$ cat config.mk
export PLATFORM = sky130hd
export DESIGN_NAME = mem_access
export DESIGN_NICKNAME = d
export VERILOG_FILES = /design/src/rtl/mem_pkg.sv /design/src/rtl/mem_access.sv
export SDC_FILE = /design/constraint.sdc
export NUM_CORES = 1
export LEC_CHECK = 0
export BUFFER_PORTS_ARGS = -buffer_cell sky130_fd_sc_hd__buf_4
export CORE_ASPECT_RATIO = 0.9
export CORE_MARGIN = 5
export CORE_UTILIZATION = 44
export CTS_BUF_LIST = sky130_fd_sc_hd__clkbuf_8
export CTS_CLUSTER_SIZE = 25
export DETAILED_ROUTE_END_ITERATION = 12
export GPL_TIMING_DRIVEN = 0
export HOLD_SLACK_MARGIN = 0.06
export PLACE_DENSITY = 0.82
export SKIP_CTS_REPAIR_TIMING = 1
export SYNTH_ARGS = -nofsm -noshare
export SYNTH_HDL_FRONTEND = slang
export SYNTH_SLANG_ARGS = --single-unit
$ cat constraint.sdc
create_clock -name clk -period 4 [get_ports clk]
set_input_delay 0.6 -clock clk [delete_from_list [all_inputs] [get_ports clk]]
set_output_delay 0.6 -clock clk [all_outputs]
set_load 0.02 [all_outputs]
$ cat src/rtl/mem_pkg.sv
// Shared definitions for the CPU-to-SRAM access sequencer: state encoding,
// default strobe length and the page-map validity rule.
package mem_pkg;

  // Sequencer states
  typedef enum logic [2:0] {
    ST_IDLE   = 3'd0,
    ST_LOOKUP = 3'd1,
    ST_CHECK  = 3'd2,
    ST_ACCESS = 3'd3,
    ST_DONE   = 3'd4,
    ST_ALARM  = 3'd5,
    ST_DRAIN  = 3'd6
  } state_t;

  // Default number of cycles the SRAM strobes stay asserted (legal 1..15)
  localparam int WAIT_CYCLES_DEFAULT = 2;

  // Page 0 is always backed by frame 0; any other page mapping to frame 0
  // has no memory behind it.
  function automatic logic is_unmapped(input logic [0:7] page_v,
                                       input logic [0:7] frame_v);
    return (frame_v == 8'h00) && (page_v != 8'h00);
  endfunction

endpackage

$ cat src/rtl/mem_access.sv
// CPU memory access sequencer: latches a 4-phase request, translates the
// logical page through an external memory map, runs a fixed-length SRAM
// strobe and reports completion (ok) or an unmapped page (alarm).
module mem_access
  import mem_pkg::*;
#(
  parameter int WAIT_CYCLES = WAIT_CYCLES_DEFAULT
) (
  input  logic        clk,
  input  logic        reset,
  input  logic        req,
  input  logic        we,
  input  logic [0:3]  nb,
  input  logic [0:15] ad,
  input  logic [0:15] wdata,
  input  logic        cfg,
  output logic [0:7]  page,
  output logic        rd,
  input  logic [0:7]  frame,
  output logic [0:19] sram_addr,
  output logic        sram_ce,
  output logic        sram_oe,
  output logic        sram_we,
  output logic [0:15] sram_dout,
  input  logic [0:15] sram_din,
  output logic [0:15] rdata,
  output logic        ok,
  output logic        alarm
);

  localparam logic [3:0] WAIT_LOAD = WAIT_CYCLES[3:0];

  state_t      state_r;
  state_t      state_s;
  logic        accept_s;
  logic        last_access_s;
  logic [0:7]  page_s;

  logic        we_r;
  logic [0:3]  nb_r;
  logic [0:15] ad_r;
  logic [0:15] wdata_r;
  logic        arm_r;
  logic [3:0]  wait_cnt_r;
  logic [0:19] sram_addr_r;
  logic [0:15] rdata_r;
  logic        rd_r;
  logic        ce_r;
  logic        oe_r;
  logic        swe_r;
  logic        ok_r;
  logic        alarm_r;

  assign page_s        = {nb_r, ad_r[0:3]};
  assign accept_s      = (state_r == ST_IDLE) && (state_s == ST_LOOKUP);
  assign last_access_s = (state_r == ST_ACCESS) && (wait_cnt_r == 4'd1);

  // Next-state logic; dropping req never aborts a started access
  always_comb begin
    state_s = state_r;
    case (state_r)
      ST_IDLE: begin
        if (req && !cfg && arm_r) state_s = ST_LOOKUP;
        else                      state_s = ST_IDLE;
      end
      ST_LOOKUP: state_s = ST_CHECK;
      ST_CHECK: begin
        if (is_unmapped(page_s, frame)) begin
          if (req) state_s = ST_ALARM;
          else     state_s = ST_DRAIN;
        end else begin
          state_s = ST_ACCESS;
        end
      end
      ST_ACCESS: begin
        if (wait_cnt_r == 4'd1) begin
          if (req) state_s = ST_DONE;
          else     state_s = ST_DRAIN;
        end else begin
          state_s = ST_ACCESS;
        end
      end
      ST_DONE: begin
        if (req) state_s = ST_DONE;
        else     state_s = ST_IDLE;
      end
      ST_ALARM: begin
        if (req) state_s = ST_ALARM;
        else     state_s = ST_IDLE;
      end
      ST_DRAIN: state_s = ST_IDLE;
      default:  state_s = ST_IDLE;
    endcase
  end

  // State register
  always_ff @(posedge clk) begin
    if (reset) state_r <= ST_IDLE;
    else       state_r <= state_s;
  end

  // Request latch: captured once when a request is accepted
  always_ff @(posedge clk) begin
    if (reset) begin
      we_r    <= 1'b0;
      nb_r    <= 4'h0;
      ad_r    <= 16'h0000;
      wdata_r <= 16'h0000;
    end else if (accept_s) begin
      we_r    <= we;
      nb_r    <= nb;
      ad_r    <= ad;
      wdata_r <= wdata;
    end else begin
      we_r    <= we_r;
      nb_r    <= nb_r;
      ad_r    <= ad_r;
      wdata_r <= wdata_r;
    end
  end

  // Re-arm flag: a held req must be seen low in IDLE before it counts again
  always_ff @(posedge clk) begin
    if (reset)                              arm_r <= 1'b1;
    else if (accept_s)                      arm_r <= 1'b0;
    else if ((state_r == ST_IDLE) && !req)  arm_r <= 1'b1;
    else                                    arm_r <= arm_r;
  end

  // Strobe-length counter: loaded on entry to ACCESS, stops at 1
  always_ff @(posedge clk) begin
    if (reset)
      wait_cnt_r <= 4'd0;
    else if ((state_r == ST_CHECK) && (state_s == ST_ACCESS))
      wait_cnt_r <= WAIT_LOAD;
    else if ((state_r == ST_ACCESS) && (wait_cnt_r > 4'd1))
      wait_cnt_r <= wait_cnt_r - 4'd1;
    else
      wait_cnt_r <= wait_cnt_r;
  end

  // Physical address: frame latched in CHECK, held stable through ACCESS
  always_ff @(posedge clk) begin
    if (reset)
      sram_addr_r <= 20'h00000;
    else if ((state_r == ST_CHECK) && (state_s == ST_ACCESS))
      sram_addr_r <= {frame, ad_r[4:15]};
    else
      sram_addr_r <= sram_addr_r;
  end

  // Read data captured on the final strobe cycle of a read only
  always_ff @(posedge clk) begin
    if (reset)                      rdata_r <= 16'h0000;
    else if (last_access_s && !we_r) rdata_r <= sram_din;
    else                            rdata_r <= rdata_r;
  end

  // Registered control outputs; ok/alarm drop on the edge that sees req low
  always_ff @(posedge clk) begin
    if (reset) begin
      rd_r    <= 1'b0;
      ce_r    <= 1'b0;
      oe_r    <= 1'b0;
      swe_r   <= 1'b0;
      ok_r    <= 1'b0;
      alarm_r <= 1'b0;
    end else begin
      rd_r    <= (state_s == ST_LOOKUP) || (state_s == ST_CHECK);
      ce_r    <= (state_s == ST_ACCESS);
      oe_r    <= (state_s == ST_ACCESS) && !we_r;
      swe_r   <= (state_s == ST_ACCESS) && we_r;
      ok_r    <= (state_r == ST_DONE) && req;
      alarm_r <= (state_r == ST_ALARM) && req;
    end
  end

  assign page      = page_s;
  assign rd        = rd_r;
  assign sram_addr = sram_addr_r;
  assign sram_ce   = ce_r;
  assign sram_oe   = oe_r;
  assign sram_we   = swe_r;
  assign sram_dout = wdata_r;
  assign rdata     = rdata_r;
  assign ok        = ok_r;
  assign alarm     = alarm_r;

endmodule

# ---- Word level (Yosys, flattened, before mapping)
# Index checks and enable logic that the tools add are counted.
dict set report classes {
  eq_ne 9
  magnitude_cmp 1
  add_sub_neg 1
  n_mux 12
  reduce_logical 23
}
# operator n
set op_table {}
lappend op_table {{3-bit case mux with 6 select lines} 1}
lappend op_table {{1-bit logical AND} 13}
lappend op_table {{3-bit by 2-bit == test with 1-bit output, second input constant} 4}
lappend op_table {{3-bit 2-to-1 mux} 4}
lappend op_table {{8-bit logical NOT} 1}
lappend op_table {{2-bit 2-to-1 mux} 4}
lappend op_table {{8-bit nonzero test} 1}
lappend op_table {{3-bit by 1-bit == test with 1-bit output, second input constant} 2}
lappend op_table {{3-bit == test, second input constant} 2}
lappend op_table {{4-bit by 1-bit == test with 1-bit output, second input constant} 1}
lappend op_table {{4-bit by 1-bit greater-than comparator with 1-bit output, second input constant} 1}
lappend op_table {{2-bit nonzero test} 2}
lappend op_table {{4-bit by 1-bit subtractor with 4-bit output, second input constant} 1}
lappend op_table {{1-bit logical NOT} 3}
lappend op_table {{3-bit logical NOT} 1}
lappend op_table {{1-bit 2-to-1 mux} 3}
lappend op_table {{2-bit OR reduction} 1}
lappend op_table {{1-bit logical OR} 1}
dict set report totals {
  inputBits 65
  ff_bits 87
  word_cells 62
  output_inout_bits 66
}

# ---- Logic depth before layout (Yosys ltp)
# Gate-level depths: netlist of run 1.
dict set report logic_depth {
  ltp_word 8
  mapped_depth 7
  depth_no_buf 6
}

# ---- Least setup slack after synthesis of run 1
# No wires, ideal clock.
dict set report synth_timing {
  path_kind {flip-flop to flip-flop}
  startpoint {register wait_cnt_r[1]}
  endpoint {register rdata_r (netlist bit rdata[10])}
  setup_slack_ps 2200
  stages_incl_launch_ff 8
  period_less_slack_ps 1800
  path_buffers 1
  required_ps 3872
  arrival_ps 1672
  setup_time_ps 128
  path_cell_list {dfxtp_1 > inv_1 > ha_1 > or3b_4 > nor3_4 > buf_6 > mux2i_1 > nor2_1}
}
dict set report synth_via {
  elab_chain_cells 3
}
# item line
set synth_rtl {}
lappend synth_rtl {{from (decl)} mem_access.sv:44} ;# logic [3:0] wait_cnt_r;
lappend synth_rtl {{from (signal assigned)} mem_access.sv:137} ;# wait_cnt_r <= wait_cnt_r - 4'd1;
lappend synth_rtl {{from (signal assigned)} mem_access.sv:139} ;# wait_cnt_r <= wait_cnt_r;
lappend synth_rtl {{4-bit by 1-bit == test with 1-bit output} mem_access.sv:56} ;# assign last_access_s = (state_r == ST_ACCESS) && (wait_cnt_r == 4'd1);
lappend synth_rtl {{1-bit logical AND} mem_access.sv:56}
lappend synth_rtl {{1-bit logical AND} mem_access.sv:155} ;# else if (last_access_s && !we_r) rdata_r <= sram_din;
lappend synth_rtl {{to (signal assigned)} mem_access.sv:155}
lappend synth_rtl {{to (signal assigned)} mem_access.sv:156} ;# else rdata_r <= rdata_r;
lappend synth_rtl {{to (decl)} mem_access.sv:46} ;# logic [0:15] rdata_r;
# Every way passes these cells.
# A chain may end at the register's enable or synchronous reset.

# ---- Worst setup path after layout of run 1
dict set report layout_timing {
  startpoint {register wait_cnt_r[1]}
  endpoint {register rdata_r (netlist bit rdata[1])}
}
# The elaborated chain is that of the path after synthesis.

==> flow_summary.yaml, run 1 <==
outcome:
  status: "complete, no violations"
hold_path:
  hp-class: "flop to flop"
floorplanning:
  initial_core_util_pct: 45.6
  pin_count: 131
  die_area_um2: 9820
  rows: 30
  core_um2: 7660
  die_h_um: 94.5
  die_width_um: 104
cts:
  path_clk_slew_ps: 80
  cts_made_buffers: 9
  root_buffer: "clkbuf_8"
  cts_buffer_depth: 2
  cts_sinks: 87
  tritoncts: "built"
  insertion_delay_ps: 350
  htree_levels: 3
worst_setup_path:
  arrival_ps: 2320
  rrSetupSlack_ps: 1910
  reg2reg_to: "rdata[1]"
  crit_type: "flop to flop"
  timing.rr.start: "wait_cnt_r[1]"
  cp_cell_sequence: "inv_1, ha_1, or3b_4, nor3_4, buf_6, mux2i_1, nor2_1"
  end_kind: "flop"
  slowest_stage: "or3b_4"
  slowest_delay_ps: 420
  critPathCapture: "rdata[1]"
  worstPathRequired_ps: 4230
  ff2ff_path_depth: 7
  startpoint: "wait_cnt_r[1]"
  cp_max_fo: 10
  start_kind: "flop"
logic_synthesis:
  synth_area_um2: 3490
  synth_top_area_cell: "dfxtp_1"
  seq_area_frac_synth_pct: 49.9
  ys_ff_latch: 87
  synth-main-ff-cell: "dfxtp_1"
  netlist_instances: 395
  ys_top_cells_by_area: "dfxtp_1 50%, nand2_1 8.6%, a21oi_1 6.2%"
  async_reset_ff_share_pct: 0
  ys_types: 39
  synth_top_area_share_pct: 49.9
  yosysMostFrequentCell: "dfxtp_1"
  synth_common_cells: "87 x dfxtp_1, 80 x nand2_1, 43 x a21oi_1"
  yosysWarnings: 0
  synth_edf_count: 0
  synth_fp_nets: 462
  synth.avg_cell_area_um2: 8.84
grt:
  use_met2_pct: 32.8
  overflow: 0
  grt_pass1_vias: 3370
  grtUsageMet1_pct: 22.8
  use_met3_pct: 7.59
  busiest_layer: "met2"
  antenna_found_initial: 0
  grt_max_degree: 15
  grt_usage_pct: 19.5
  grt_pass1_wl_um: 15700
sta:
  drv_slew: 0
  fmax_mhz: 479
  hold_ws_ps: 456
  tightest_slew_ps: 536
  timing.setup.tns_ps: 0
  relSlewSlack_pct: 64.3
  rsz0062_at_grt: "no"
  post-route-period-util_pct: 52.2
  setup_viol: 0
  fin_crit_ps: 2090
  hold_violations: 0
  finalClockSkew_ps: 10.8
final_layout:
  drive_gt1_share_pct: 31.8
  syn2layout_area_growth_pct: 37.4
  antenna_cells: 0
  final_nets: 603
  fill_cells: 681
  multiInputGateArea_um2: 1550
  regArea_um2: 1740
  fin_util_pct: 62.6
power:
  fin_total_pwr_mw: 1.88
  leakage_nw: 1.98
  pwr_density_cell_nw_per_um2: 392
  ir_worst_vdd_v: 0.000222
detailed_routing:
  remaining_drc_errors: 0
  drtIter0Drc: 129
  ant_nets: 0
  vias: 3285
  routed_wl_um: 9590
  firstDrtPassIters: 4
  viasPerCell: 5.16
  wl_per_cell_um: 15.1
run:
  drv_cap: 0
placed_design:
  hpwl_um: 7240
  port_buffers: 130
  gp_congestion: 0.860
[cells in the final DEF, fill, tap and decap left out, types with 2 or more instances in the layout]
cell type	n
a211oi_1	3
a21oi_1	43
a31oi_1	3
buf_2	6
buf_4	136
buf_6	3
clkbuf_1	19
clkbuf_8	11
clkinvlp_4	2
dfxtp_1	87
ha_1	2
inv_1	6
mux2i_1	16
nand2_1	80
nand2b_1	21
nand3_1	3
nand4b_1	21
nor2_1	22
nor3_1	5
nor3_4	2
nor3b_1	2
nor4_1	4
o211ai_1	2
o21ai_0	17
o21ai_2	7
[final cells by class]
type                    count  area share [%]
plain buffers              34            3.76
clock buffers              11            3.16
clock inverters             5            1.20
inverters                   5           0.391
multi-input cells         269            32.3
flip-flops and latches     87            36.3
well taps                  96            2.50
repair buffers            130            20.3
[through the flow]
step                      area [um2]  std cells  setup slack (ps)
final                           4800        637              1910
after floorplan                 3490        395              2200
after global placement          4590        621              1820
after global routing            4800        637              1810
after CTS                       4800        637              1880
after detailed placement        4590        621              1690
[sequential cells by signal, indices dropped and copies added (netlist names)]
| signal | count |
|---|---|
| sram_oe | 1 |
| state_r | 3 |
| sram_dout | 16 |
| alarm | 1 |
| rdata | 16 |
| wait_cnt_r | 4 |
| ad_r | 16 |
| sram_we | 1 |
| arm_r | 1 |
| we_r | 1 |
| nb_r | 4 |
| sram_addr | 20 |
| rd | 1 |
| sram_ce | 1 |
| ok | 1 |
[worst min path at each step]
stage,start,end,slack (ps),cells after the start
2_1_floorplan,ad_r[10],ad_r[10],440,2
3_3_place_gp,sram_dout[5],sram_dout[5],440,2
3_5_place_dp,sram_dout[15],sram_dout[15],450,2
4_1_cts,sram_dout[15],sram_dout[15],460,2
5_1_grt,ad_r[10],ad_r[10],470,2
6_report,sram_dout[15],sram_dout[15],460,2
[worst max-delay path, delay by kind of cell, from the launching register on]
kind / cells / cell delay, ps
buf+inv: 2 / 320
mux: 1 / 240
fa+ha+maj: 1 / 180
flops: 1 / 330
simple gates: 3 / 900
[report_power, final]
group	internal, mW	switching (mW)	total (mW)
Combinational	0.137	0.175	0.312
Sequential	0.907	0.0268	0.933
Clock	0.322	0.314	0.636
Total	1.37	0.516	1.88
[layer usage]
layer	up-vias	share of wire [%]	wire, um
met5	-	0	0
met4	0	1.9	184
met3	20	9.0	868
met2	142	47	4490
met1	1491	42	4050
li1	1632	-	-
[logic make-up (layout without fill, tap and decap cells)]
logic type | after synthesis | in the layout | share of synthesized area (%)
compound gates | 80 | 80 | 13.3
xor+xnor | 2 | 2 | 0.502
buf+inv | 39 | 185 | 5.70
fa+ha+maj | 2 | 2 | 0.716
mux | 16 | 16 | 4.59
flops | 87 | 87 | 49.9
simple gates | 169 | 169 | 25.4
Note: power is estimated with default switching activity, not from simulation.
==> run 2, diff against run 1 <==
PLACE_DENSITY = 0.85   (was 0.82)
clock period = 1.9 ns   (was 4 ns; I/O delays follow)
==> run 2 against run 1 <==
Against the previous run:
- final area up 2.5%
- worst hold slack got worse by 290 ps
- critical path depth down 2
- global-route usage fell by 0.17 points
==> flow_summary.yaml, run 2 (synthesis gave the netlist of run 1 again) <==
power:
  pwr_density_cell_nw_per_um2: 807
  leakage_nw: 2.03
  ir_worst_vdd_v: 0.000486
  fin_total_pwr_mw: 3.96
detailed_routing:
  remaining_drc_errors: 0
  routed_wl_um: 9790
  firstDrtPassIters: 4
  drtIter0Drc: 111
  vias: 3322
  wl_per_cell_um: 15.2
  viasPerCell: 5.15
  ant_nets: 0
cts:
  path_clk_slew_ps: 80
  tritoncts: "built"
  cts_buffer_depth: 2
  root_buffer: "clkbuf_8"
  cts_sinks: 87
  htree_levels: 3
  cts_made_buffers: 9
  insertion_delay_ps: 360
floorplanning:
  core_um2: 7660
  die_width_um: 104
  rows: 30
  die_h_um: 94.5
  initial_core_util_pct: 45.6
  pin_count: 131
  die_area_um2: 9820
placed_design:
  port_buffers: 130
  place_ws_ps: -157
  placed_area_um2: 4590
  gp_congestion: 0.837
  hpwl_um: 7360
sta:
  relSlewSlack_pct: 62.8
  fin_crit_ps: 1820
  drv_slew: 0
  worst_slack_ps: 84.4
  post-route-period-util_pct: 95.6
  finalClockSkew_ps: 10.2
  setup_viol: 0
  tightest_slew_ps: 552
  timing.setup.tns_ps: 0
  fmax_mhz: 551
  hold_violations: 0
  hold_ws_ps: 161
grt:
  antenna_found_initial: 0
  overflow: 0
  grt_usage_pct: 19.4
  grt_pass1_vias: 3285
  grt_pass1_wl_um: 15600
  grt_max_degree: 15
final_layout:
  final_nets: 611
  final_common_cell: "buf_4"
  largest_reg_flops: 20
  stdcell_area_um2: 4910
  layout_common_cells: "142 x buf_4, 85 x dfxtp_1, 80 x nand2_1, 43 x a21oi_1, 22 x nor2_1"
  antenna_cells: 0
  drive_gt1_share_pct: 34.4
  syn2layout_area_growth_pct: 40.7
worst_setup_path:
  arrival_ps: 2030
  ff2ff_path_depth: 5
  startpoint: "ad_r[0]"
  worstPathRequired_ps: 2120
  start_kind: "flop"
  crit_type: "flop to flop"
  timing.rr.start: "ad_r[0]"
  rrSetupSlack_ps: 80
  cp_max_fo: 10
  critPathCapture: "wait_cnt_r[0]"
  end_kind: "flop"
  reg2reg_to: "wait_cnt_r[0]"
run:
  drv_cap: 0
outcome:
  status: "complete, no violations"
hold_path:
  hp-class: "input port to flop"
==> run 2: how the worst min path moves through the flow <==
stage / startpoint / endpoint / slack [ps] / depth (start not counted)
2_1_floorplan: ad[10] / ad_r[10] / 420 / 2
3_3_place_gp: ad_r[12] / ad_r[12] / 440 / 2
3_5_place_dp: sram_dout[10] / sram_dout[10] / 450 / 2
4_1_cts: sram_din[0] / rdata[0] / 150 / 3
5_1_grt: wdata[11] / sram_dout[11] / 160 / 3
6_report: sram_din[0] / rdata[0] / 160 / 3
==> run 2: where the power goes <==
group | internal [mW] | switching, mW
Sequential | 1.91 | 0.0599
Clock | 0.677 | 0.642
Combinational | 0.303 | 0.374
Total | 2.89 | 1.08
==> run 2: final cells by class <==
type,count,area [um2]
well taps,96,120
flip-flops and latches,87,1740
fillers,656,2740
plain buffers,34,189
inverters,5,18.8
multi-input cells,269,1590
clock inverters,5,57.6
clock buffers,11,151
repair buffers,138,1040
==> run 2: worst max-delay path, cell delays in order, from the launching register on <==
cell	delay, ps
dfxtp_1	330
or4_1	580
o211a_4	280
nor3_4	210
buf_6	210
nor3_1	70
==> run 2: routing by layer <==
| layer | wire length [um] | vias to the layer above | track usage, % |
|---|---|---|---|
| met5 | 0 | - | 0 |
| met4 | 145 | 0 | 5.07 |
| met3 | 811 | 13 | 8.48 |
| met2 | 4840 | 107 | 32.6 |
| met1 | 4000 | 1556 | 22.8 |
| li1 | - | 1646 | - |
==> run 2: stage by stage <==
step                      std cells  util (%)
after floorplan                 395         -
after global placement          621      59.9
after detailed placement        621      59.9
after CTS                       637      62.6
after global routing            645      64.2
final                           645      64.2
==> run 3, diff against run 2 <==
MAX_ROUTING_LAYER = met4   (was not set)
==> run 3 against run 2 <==
Against the previous run:
- non-clock buffer count unchanged
- combinational power about the same
- cell count stayed put
- worst hold slack worse by 3.7 ps
- count of clock-buffer cells in the layout unchanged
- routed wire length rose by 0.48%
- sequential power about the same
- largest cell class unchanged
- sequential share of layout area stayed put
- clock power barely moved
- setup slack got worse by 1.4 ps
- first-iteration DRC count rose by 0.90%
- via count increased by 0.99%
==> flow_summary.yaml, run 3 (synthesis gave the netlist of run 1 again) <==
final_layout:
  stdcell_area_um2: 4910
  syn2layout_area_growth_pct: 40.7
  largest_reg_flops: 20
  drive_gt1_share_pct: 34.4
  antenna_cells: 0
  final_common_cell: "buf_4"
  fill_cells: 657
  fin_cells: 645
  final_nets: 611
  layout_common_cells: "142 x buf_4, 85 x dfxtp_1, 80 x nand2_1, 43 x a21oi_1, 22 x nor2_1"
grt:
  antenna_found_initial: 0
  grt_max_degree: 15
  overflow: 0
  grt_pass1_vias: 3286
  grt_usage_pct: 19.9
  grt_pass1_wl_um: 15600
detailed_routing:
  remaining_drc_errors: 0
  wl_per_cell_um: 15.3
  drtIter0Drc: 112
  firstDrtPassIters: 4
  routed_wl_um: 9840
  vias: 3355
  ant_nets: 0
  viasPerCell: 5.20
cts:
  cts_buffer_depth: 2
  cts_sinks: 87
  insertion_delay_ps: 360
  root_buffer: "clkbuf_8"
  htree_levels: 3
  cts_made_buffers: 9
  path_clk_slew_ps: 90
  tritoncts: "built"
worst_setup_path:
  cp_max_fo: 10
  start_kind: "flop"
  slowest_stage: "or4_1"
  crit_type: "flop to flop"
  worstPathRequired_ps: 2120
  cp_cell_sequence: "or4_1, o211a_4, nor3_4, buf_6, nor3_1"
  critPathBufInv: 1
  timing.rr.start: "ad_r[0]"
  arrival_ps: 2040
  rrSetupSlack_ps: 80
  path_delay_family: "simple AND/OR/NAND/NOR gates"
  startpoint: "ad_r[0]"
  slowest_delay_ps: 580
  end_kind: "flop"
placed_design:
  place_ws_ps: -157
  gp_congestion: 0.850
  placed_area_um2: 4590
  port_buffers: 130
  hpwl_um: 7360
  dp.cells: 621
floorplanning:
  die_h_um: 94.5
  rows: 30
  die_area_um2: 9820
  core_um2: 7660
  initial_core_util_pct: 45.6
  pin_count: 131
  die_width_um: 104
sta:
  drv_slew: 0
  finalClockSkew_ps: 11.4
  tightest_slew_ps: 556
  relSlewSlack_pct: 62.6
  fin_crit_ps: 1820
  post-route-period-util_pct: 95.6
  worst_slack_ps: 83.0
  fmax_mhz: 550
  setup_viol: 0
  hold_violations: 0
power:
  ir_worst_vdd_v: 0.000488
  leakage_nw: 2.03
  pwr_density_cell_nw_per_um2: 809
run:
  drv_cap: 0
outcome:
  status: "complete, no violations"
hold_path:
  min_from: "sram_din[0]"
  hp-class: "input port to flop"
==> run 3: cell counts in the layout (fill, tap and decap cells not counted) <==
No cell type changed its count.
==> run 3: final timing paths <==
| kind | end | cells after the start |
|---|---|---|
| setup / recovery | wait_cnt_r[0] | 5 |
| setup reg to reg | wait_cnt_r[0] | 5 |
| hold / removal | rdata[0] | 3 |
| hold reg to reg | ad_r[4] | 2 |
==> run 3: final cells by class <==
| cell class | instances | area (um2) | share of cell area (%) |
|---|---|---|---|
| repair buffers | 138 | 1040 | 21.2 |
| clock inverters | 5 | 57.6 | 1.17 |
| flip-flops and latches | 87 | 1740 | 35.5 |
| plain buffers | 34 | 189 | 3.84 |
| multi-input cells | 269 | 1590 | 32.4 |
| clock buffers | 11 | 151 | 3.08 |
| inverters | 5 | 18.8 | 0.382 |
| well taps | 96 | 120 | 2.44 |
==> run 3: report_power, final <==
part	total, mW	switching [mW]	leakage [nW]	internal (mW)
sequential	1.97	0.0596	0.706	1.91
clock	1.33	0.652	0.103	0.677
combinational	0.677	0.374	1.22	0.303
==> run 3: per-stage QoR <==
| stage | power, mW | hold slack [ps] | util, % | TNS (ps) |
|---|---|---|---|---|
| after floorplan | 2.37 | 421 | - | 0 |
| after global placement | 2.64 | 442 | 59.9 | -970 |
| after detailed placement | 2.66 | 450 | 59.9 | -1600 |
| after CTS | 3.97 | 150 | 62.6 | -1600 |
| after global routing | 4.15 | 156 | 64.2 | -21.9 |
| final | 3.97 | 157 | 64.2 | 0 |
==> run 3: per-layer routing <==
layer | vias to the layer above | track usage [%] | wire [um]
met2 | 112 | 32.6 | 4800
li1 | 1646 | - | -
met4 | 0 | 5.07 | 145
met1 | 1580 | 23.2 | 4120
met5 | - | - | 0
met3 | 17 | 7.79 | 774
==> run 3: worst register-to-register path, cell delays in order, from the launching register on <==
cell and delay [ps]:
dfxtp_1 330, or4_1 580, o211a_4 280, nor3_4 210
buf_6 210, nor3_1 70
